### src/rtl/sram_1r1w_init_sweep_if.sv
// Port bundle for the 1R1W SRAM with clear sweep: read port, masked write port,
// sweep request and the ready status.
interface sram_1r1w_init_sweep_if #(
    parameter int unsigned WIDTH    = 6,
    parameter int unsigned AW       = 8,
    parameter int unsigned MASK_SEG = 1
);
    logic                R0_en;
    logic [AW-1:0]       R0_addr;
    logic [WIDTH-1:0]    R0_data;
    logic                W0_en;
    logic [AW-1:0]       W0_addr;
    logic [WIDTH-1:0]    W0_data;
    logic [MASK_SEG-1:0] W0_mask;
    logic                init_req;
    logic                ready;

    modport master (
        output R0_en, R0_addr, W0_en, W0_addr, W0_data, W0_mask, init_req,
        input  R0_data, ready
    );

    modport slave (
        input  R0_en, R0_addr, W0_en, W0_addr, W0_data, W0_mask, init_req,
        output R0_data, ready
    );
endinterface

### src/rtl/sram_1r1w_init_sweep.sv
// 1-read/1-write synchronous SRAM with segmented write mask, selectable
// read-during-write forwarding and a clear sweep after reset or on request.
module sram_1r1w_init_sweep #(
    parameter int unsigned      DEPTH    = 256,
    parameter int unsigned      WIDTH    = 6,
    parameter int unsigned      MASK_SEG = 1,
    parameter int unsigned      BYPASS   = 1,
    parameter logic [WIDTH-1:0] INIT_VAL = '0
) (
    input  logic                     clock,
    input  logic                     reset_n,
    sram_1r1w_init_sweep_if.slave    bus
);
    localparam int unsigned AW = ($clog2(DEPTH) > 1) ? $clog2(DEPTH) : 1;
    localparam int unsigned G  = WIDTH / MASK_SEG;
    localparam logic [AW:0]   DEPTH_W = (AW+1)'(DEPTH);
    localparam logic [AW-1:0] LAST    = AW'(DEPTH - 1);

    if (DEPTH < 2) begin : g_bad_depth
        $error("sram_1r1w_init_sweep: DEPTH must be at least 2");
    end
    if ((WIDTH % MASK_SEG) != 0) begin : g_bad_mask
        $error("sram_1r1w_init_sweep: WIDTH must be a multiple of MASK_SEG");
    end

    typedef enum logic {
        SWEEP = 1'b0,
        READY = 1'b1
    } state_e;

    state_e           state_q, state_d;
    logic [AW-1:0]    cnt_q, cnt_d;
    logic             ready_q, ready_d;
    logic [WIDTH-1:0] rdata_q, rdata_d;

    logic [WIDTH-1:0] ram [DEPTH];

    logic             ram_we;
    logic [AW-1:0]    ram_waddr;
    logic [WIDTH-1:0] ram_wdata;
    logic [WIDTH-1:0] ram_wbits;

    logic             r_in_range;
    logic             w_in_range;
    logic             rdw_hit;
    logic [WIDTH-1:0] seg_bits;
    logic [WIDTH-1:0] rd_old;
    logic [WIDTH-1:0] rd_word;

    assign r_in_range = ({1'b0, bus.R0_addr} < DEPTH_W);
    assign w_in_range = ({1'b0, bus.W0_addr} < DEPTH_W);
    assign rdw_hit    = (BYPASS != 0) && bus.W0_en && w_in_range && r_in_range
                        && (bus.R0_addr == bus.W0_addr);

    // Expand the per-segment write mask into a per-bit mask.
    always_comb begin
        seg_bits = '0;
        for (int k = 0; k < int'(MASK_SEG); k++) begin
            seg_bits[k*G +: G] = {G{bus.W0_mask[k]}};
        end
    end

    // Out-of-range reads return the sweep value; same-address writes forward per segment.
    always_comb begin
        rd_old  = r_in_range ? ram[bus.R0_addr] : INIT_VAL;
        rd_word = rd_old;
        if (rdw_hit) begin
            rd_word = (rd_old & ~seg_bits) | (bus.W0_data & seg_bits);
        end
    end

    // Next state, sweep counter, array write port and read capture.
    always_comb begin
        state_d   = state_q;
        cnt_d     = cnt_q;
        ready_d   = ready_q;
        rdata_d   = rdata_q;
        ram_we    = 1'b0;
        ram_waddr = cnt_q;
        ram_wdata = INIT_VAL;
        ram_wbits = '1;

        case (state_q)
            SWEEP: begin
                ram_we = 1'b1;
                if (cnt_q == LAST) begin
                    state_d = READY;
                    cnt_d   = '0;
                    ready_d = 1'b1;
                end else begin
                    cnt_d = cnt_q + AW'(1);
                end
            end
            READY: begin
                if (bus.W0_en && w_in_range) begin
                    ram_we    = 1'b1;
                    ram_waddr = bus.W0_addr;
                    ram_wdata = bus.W0_data;
                    ram_wbits = seg_bits;
                end
                if (bus.R0_en) begin
                    rdata_d = rd_word;
                end
                // Port operations of this cycle still complete before the sweep starts.
                if (bus.init_req) begin
                    state_d = SWEEP;
                    cnt_d   = '0;
                    ready_d = 1'b0;
                end
            end
        endcase
    end

    always_ff @(posedge clock or negedge reset_n) begin
        if (!reset_n) begin
            state_q <= SWEEP;
            cnt_q   <= '0;
            ready_q <= 1'b0;
            rdata_q <= '0;
        end else begin
            state_q <= state_d;
            cnt_q   <= cnt_d;
            ready_q <= ready_d;
            rdata_q <= rdata_d;
        end
    end

    // Array storage is deliberately not reset; the sweep defines its contents.
    always_ff @(posedge clock) begin
        if (ram_we) begin
            ram[ram_waddr] <= (ram[ram_waddr] & ~ram_wbits) | (ram_wdata & ram_wbits);
        end
    end

    assign bus.R0_data = rdata_q;
    assign bus.ready   = ready_q;
endmodule

### src/flat_wrapper.sv
// flat-port wrapper written by rule: the top's interface ports become plain ports
module sram_1r1w_init_sweep_flat 
#(
    parameter int unsigned      DEPTH    = 256,
    parameter int unsigned      WIDTH    = 6,
    parameter int unsigned      MASK_SEG = 1,
    parameter int unsigned      BYPASS   = 1,
    parameter logic [WIDTH-1:0] INIT_VAL = '0
)
  (clock, reset_n, bus_R0_en, bus_R0_addr, bus_W0_en, bus_W0_addr, bus_W0_data, bus_W0_mask, bus_init_req, bus_R0_data, bus_ready);
  sram_1r1w_init_sweep_if #(.WIDTH(WIDTH), .AW(8), .MASK_SEG(MASK_SEG)) bus_i ();
  input  logic clock;
  input  logic reset_n;
  input wire logic [$bits(bus_i.R0_en)-1:0] bus_R0_en;
  input wire logic [$bits(bus_i.R0_addr)-1:0] bus_R0_addr;
  input wire logic [$bits(bus_i.W0_en)-1:0] bus_W0_en;
  input wire logic [$bits(bus_i.W0_addr)-1:0] bus_W0_addr;
  input wire logic [$bits(bus_i.W0_data)-1:0] bus_W0_data;
  input wire logic [$bits(bus_i.W0_mask)-1:0] bus_W0_mask;
  input wire logic [$bits(bus_i.init_req)-1:0] bus_init_req;
  output wire logic [$bits(bus_i.R0_data)-1:0] bus_R0_data;
  output wire logic [$bits(bus_i.ready)-1:0] bus_ready;
  assign bus_i.R0_en = bus_R0_en;
  assign bus_i.R0_addr = bus_R0_addr;
  assign bus_i.W0_en = bus_W0_en;
  assign bus_i.W0_addr = bus_W0_addr;
  assign bus_i.W0_data = bus_W0_data;
  assign bus_i.W0_mask = bus_W0_mask;
  assign bus_i.init_req = bus_init_req;
  assign bus_R0_data = bus_i.R0_data;
  assign bus_ready = bus_i.ready;
  sram_1r1w_init_sweep #(.DEPTH(DEPTH), .WIDTH(WIDTH), .MASK_SEG(MASK_SEG), .BYPASS(BYPASS), .INIT_VAL(INIT_VAL)) u_core (.clock(clock), .reset_n(reset_n), .bus(bus_i));
endmodule
### config.mk
export PLATFORM = sky130hd
export DESIGN_NAME = sram_1r1w_init_sweep_flat
export DESIGN_NICKNAME = d
export VERILOG_FILES = /design/src/rtl/sram_1r1w_init_sweep_if.sv /design/src/rtl/sram_1r1w_init_sweep.sv /design/src/flat_wrapper.sv
export SDC_FILE = /design/constraint.sdc
export NUM_CORES = 2
export LEC_CHECK = 0
export ABC_AREA = 1
export CORE_MARGIN = 8
export CORE_UTILIZATION = 41
export DETAILED_ROUTE_END_ITERATION = 8
export PLACE_DENSITY_LB_ADDON = 0.2
export SLEW_MARGIN = 20
export SYNTH_ARGS = -nofsm -noshare
export SYNTH_HDL_FRONTEND = slang
export SYNTH_SLANG_ARGS = --single-unit
### constraint.sdc
create_clock -name clock -period 30.8 [get_ports clock]
set_clock_uncertainty 0.2 [all_clocks]
set_input_delay 4.62 -clock clock [delete_from_list [all_inputs] [get_ports clock]]
set_output_delay 4.62 -clock clock [all_outputs]
set_load 0.01 [all_outputs]
==> reports/qor.tcl <==
set qor(i_o_pin_cnt) 35
set qor(vias_per_cell) 5.93
set qor(drc) 0
set qor(final_core_util_pct) 44.9
set qor(ys_dominant_reg_cell) {sky130_fd_sc_hd__edfxtp_1}
set qor(crit_buf_inv) 7
set qor(ctsHtreeMaxLevel) 4
set qor(design.final.nets) 9019
set qor(numClockSinks) 1552
set qor(root_buffer) {sky130_fd_sc_hd__clkbuf_16}
set qor(ant_nets) 0
set qor(synthCells) 9301
set qor(insertion_delay_ns) 0.84
set qor(worst-endpoint-required_ns) 31.09
set qor(slew_headroom_pct) 15.0
set qor(number_of_buffers_inserted_during_clock_tree_synthesis) 171
set qor(synth-edff-count) 1536
set qor(timing_max_transition_violations_final) 0
set qor(areaGrowthSynthToFinish_pct) 9.36
set qor(power.leakage_nw) 34.3
set qor(endpoint_kind) {flip-flop}
set qor(critPathArrivalTime_ns) 13.08
set qor(worst-setup-path-type) {in -> reg}
set qor(clk_path_buf_depth) 3
set qor(die_width_um) 454
set qor(dr.pass1.iters) 6
set qor(initial_utilization_pct) 41.1
set qor(grt_antenna_before_repair) 5
set qor(finalCritPeriodShare_pct) 41.5
set qor(gpl.final_weighted_congestion) 0.911
set qor(power_switching_mw) 2.66
set qor(synthesis.nets) 9330
set qor(cp_num_cells) 23
set qor(drv_cap) 0
set qor(setup_tns_ns) 0
set qor(clock_power_share_pct) 30.2
set qor(crit_fanout) 105
set qor(period_minus_slack_ns) 12.79
set qor(hold_path_startpoint) {u_core.bus.R0_data[4]}
set qor(fin_cells) 11700
set qor(rsz0062_at_grt) {false}
set qor(setup_ws_ns) 18.01
set qor(reg2reg_to) {u_core.ram[222][2]}
set qor(dr.first_iter.drc_count) 9863
set qor(postSynth.asyncResetShare_pct) 1.03
set qor(postPlaceCellArea_um2) 80800
set qor(yosys_warnings) 0
set qor(p_per_area_nw_per_um2) 76.6
set qor(numPortBuffers) 34
set qor(stdcell_area_um2) 86100
set qor(hold_class) {reg -> reg}
set qor(critPathSlowestCell) {sky130_fd_sc_hd__nand2_2}
set qor(worstPathCellList) {clkdlybuf4s50_1, nand2_1, nand2_2, buf_4, nand2_8, nor2_4, buf_4, buf_12, buf_4, nand2_1, nand3_1, nand2_1, nand2_1, nor2_1, nor2_1, nor2_1, nand2_1, nor2_1, nand3_1, nand2_1, nand2_8, buf_4, buf_4}
set qor(cpPeakStageDelay_ns) 0.86
set qor(maximum_number_of_pins_on_one_net_before_global_route_repair) 191
set qor(cts_tree) {done}
set qor(worst_hold_path.endpoint) {u_core.bus.R0_data[4]}
set qor(post_route_cells_drive_above_1_share_pct) 4.49
set qor(whs_path_depth) 2
set qor(reg2reg_start) {u_core.state_q}
set qor(ys_types) 34
set qor(clock.fmax_mhz) 78.2
set qor(rr_worst_depth) 22
set qor(core_region_area_um2) 192000
set qor(rrSetupSlack_ns) 21.84
set qor(cts.hold.buffers_added) 0
set qor(postSynthAreaPerCell_um2) 8.47
set qor(routedWlPerCell_um) 25.9
set qor(preCtsSetupSlack_ns) 17.35
set qor(grt_util_all_layers_pct) 28.2
set qor(die_height_um) 454
set qor(power.share.sequential_pct) 35.8
set qor(grt_first_pass_wirelength_um) 437000
set qor(routed_wirelength_um) 302000
set qor(post-cts-setup-buffers) 0
set qor(worst_path_most_repeated_cell) {sky130_fd_sc_hd__nand2_1}
set qor(switching_share_pct) 40.3
set qor(synth.yosys.seq_area_share_pct) 59.1
set qor(grt_pass1_vias) 65200
set qor(synth_seq_cells) 1552
set qor(placed_cells_incl_taps) 11300
set qor(timing_worst_slew_pin_value_ns) 1.27
set qor(nature_of_the_critical_path_startpoint) {input port}
set qor(clkTransAtPathRegs_ns) 0.06
set qor(share_comb_of_total_power_pct) 34.0
set qor(peakVddDrop_mv) 0.0745
set qor(grt_overflow) 0
set qor(run_status) {finished clean}
set qor(cp_top_family) {buffers and inverters}
set qor(synthesis.area_um2) 78800
set qor(final_setup_violations) 0
set qor(cts.repair.resized) 0
set qor(routed-via-count) 69100
set qor(placementRows) 161
set qor(final_count_of_hold_timing_violations) 0
set qor(die_outline_area_um2) 206000
set qor(intPower_mw) 3.94
set qor(hpwl_um) 171000
## sequential cells by signal, summed over array words and instances (netlist names)
name                count
u_core.bus.R0_data      6
u_core.cnt_q            8
u_core.ram           1536
u_core.state_q          1
u_core.bus.ready        1
## worst max path at each step
stage	from	to	slack (ns)
floorplan	bus_W0_en	u_core.ram[0][0]	16.13
global placement	bus_W0_en	u_core.ram[222][2]	17.22
detailed placement	bus_W0_en	u_core.ram[162][5]	17.35
CTS	bus_W0_en	u_core.ram[162][5]	18.20
global route	bus_W0_en	u_core.ram[222][2]	17.84
finish	bus_W0_en	u_core.ram[222][2]	18.01
## cell type report
type | count | area, um^2
Fill cell | 18300 | 106000
Sequential cell | 1552 | 46500
Multi-Input combinational cell | 7030 | 29400
Clock buffer | 226 | 4590
Tap cell | 2526 | 3160
Timing Repair Buffer | 149 | 1430
Clock inverter | 82 | 662
Inverter | 86 | 348
Antenna cell | 3 | 7.51
## through the flow
stage	hold slack [ns]	total power, mW
detailed placement	0.270	4.57
global route	0.310	6.80
CTS	0.284	6.54
finish	0.282	6.60
global placement	0.266	4.57
floorplan	0.303	3.68
## cell usage in the layout (no fill, tap or decap), drive strengths merged, types with 58 or more instances in the layout
cell,netlist,final
buf,294,119
clkbuf,339,227
clkinv,4,67
o21ai,253,253
o22ai,68,68
edfxtp,1536,1536
nand2,4501,4501
nand4,58,58
a21oi,71,71
nor2,565,565
inv,82,89
nand3,1481,1481
## per-layer routing
layer / vias up / routed length (um) / global-route usage (%)
li1: 30500 / - / -
met1: 33300 / 117000 / 37.6
met2: 4459 / 135000 / 43.9
met3: 832 / 33400 / 5.86
met4: 2 / 16300 / 14.1
met5: - / 13 / 0
## worst register-to-register path: cells and delay by family, from the launching register on
kind / cells / cell delay [ns]
buf+inv: 6 / 4.00
flops: 1 / 0.51
simple gates: 16 / 3.86
## kinds of logic after synthesis
logic type      count (synthesis)  synth area share [%]
simple gates                 6613                  34.2
buf+inv                       719                  3.84
xor+xnor                        5                0.0556
compound gates                411                  2.84
fa+ha+maj                       1                0.0159
flops                        1552                  59.1
## synth_stat cells (all sizes together) (2+ instances only)
cell | instances | area [um^2]
nor3 | 5 | 35.0
o22ai | 68 | 425
nand2 | 4501 | 16900
nand4 | 58 | 363
edfxtp | 1536 | 46100
clkbuf | 339 | 1270
a22oi | 16 | 120
nand3 | 1481 | 7410
o21ai | 253 | 1310
inv | 82 | 308
or2 | 2 | 12.5
dfrtp | 16 | 400
clkinv | 4 | 15.0
xor2 | 3 | 26.3
buf | 294 | 1430
a21oi | 71 | 355
nor2 | 565 | 2190
xnor2 | 2 | 17.5
## power by group through the flow
stage | logic, mW | registers [mW] | clock network [mW]
final | 2.24 | 2.36 | 1.99
after detailed placement | 2.17 | 2.41 | 0
after floorplan | 1.28 | 2.40 | 0
after global placement | 2.16 | 2.40 | 0
after CTS | 2.17 | 2.36 | 2.00
after global routing | 2.35 | 2.37 | 2.08
Power figures use the tool's default switching activity.
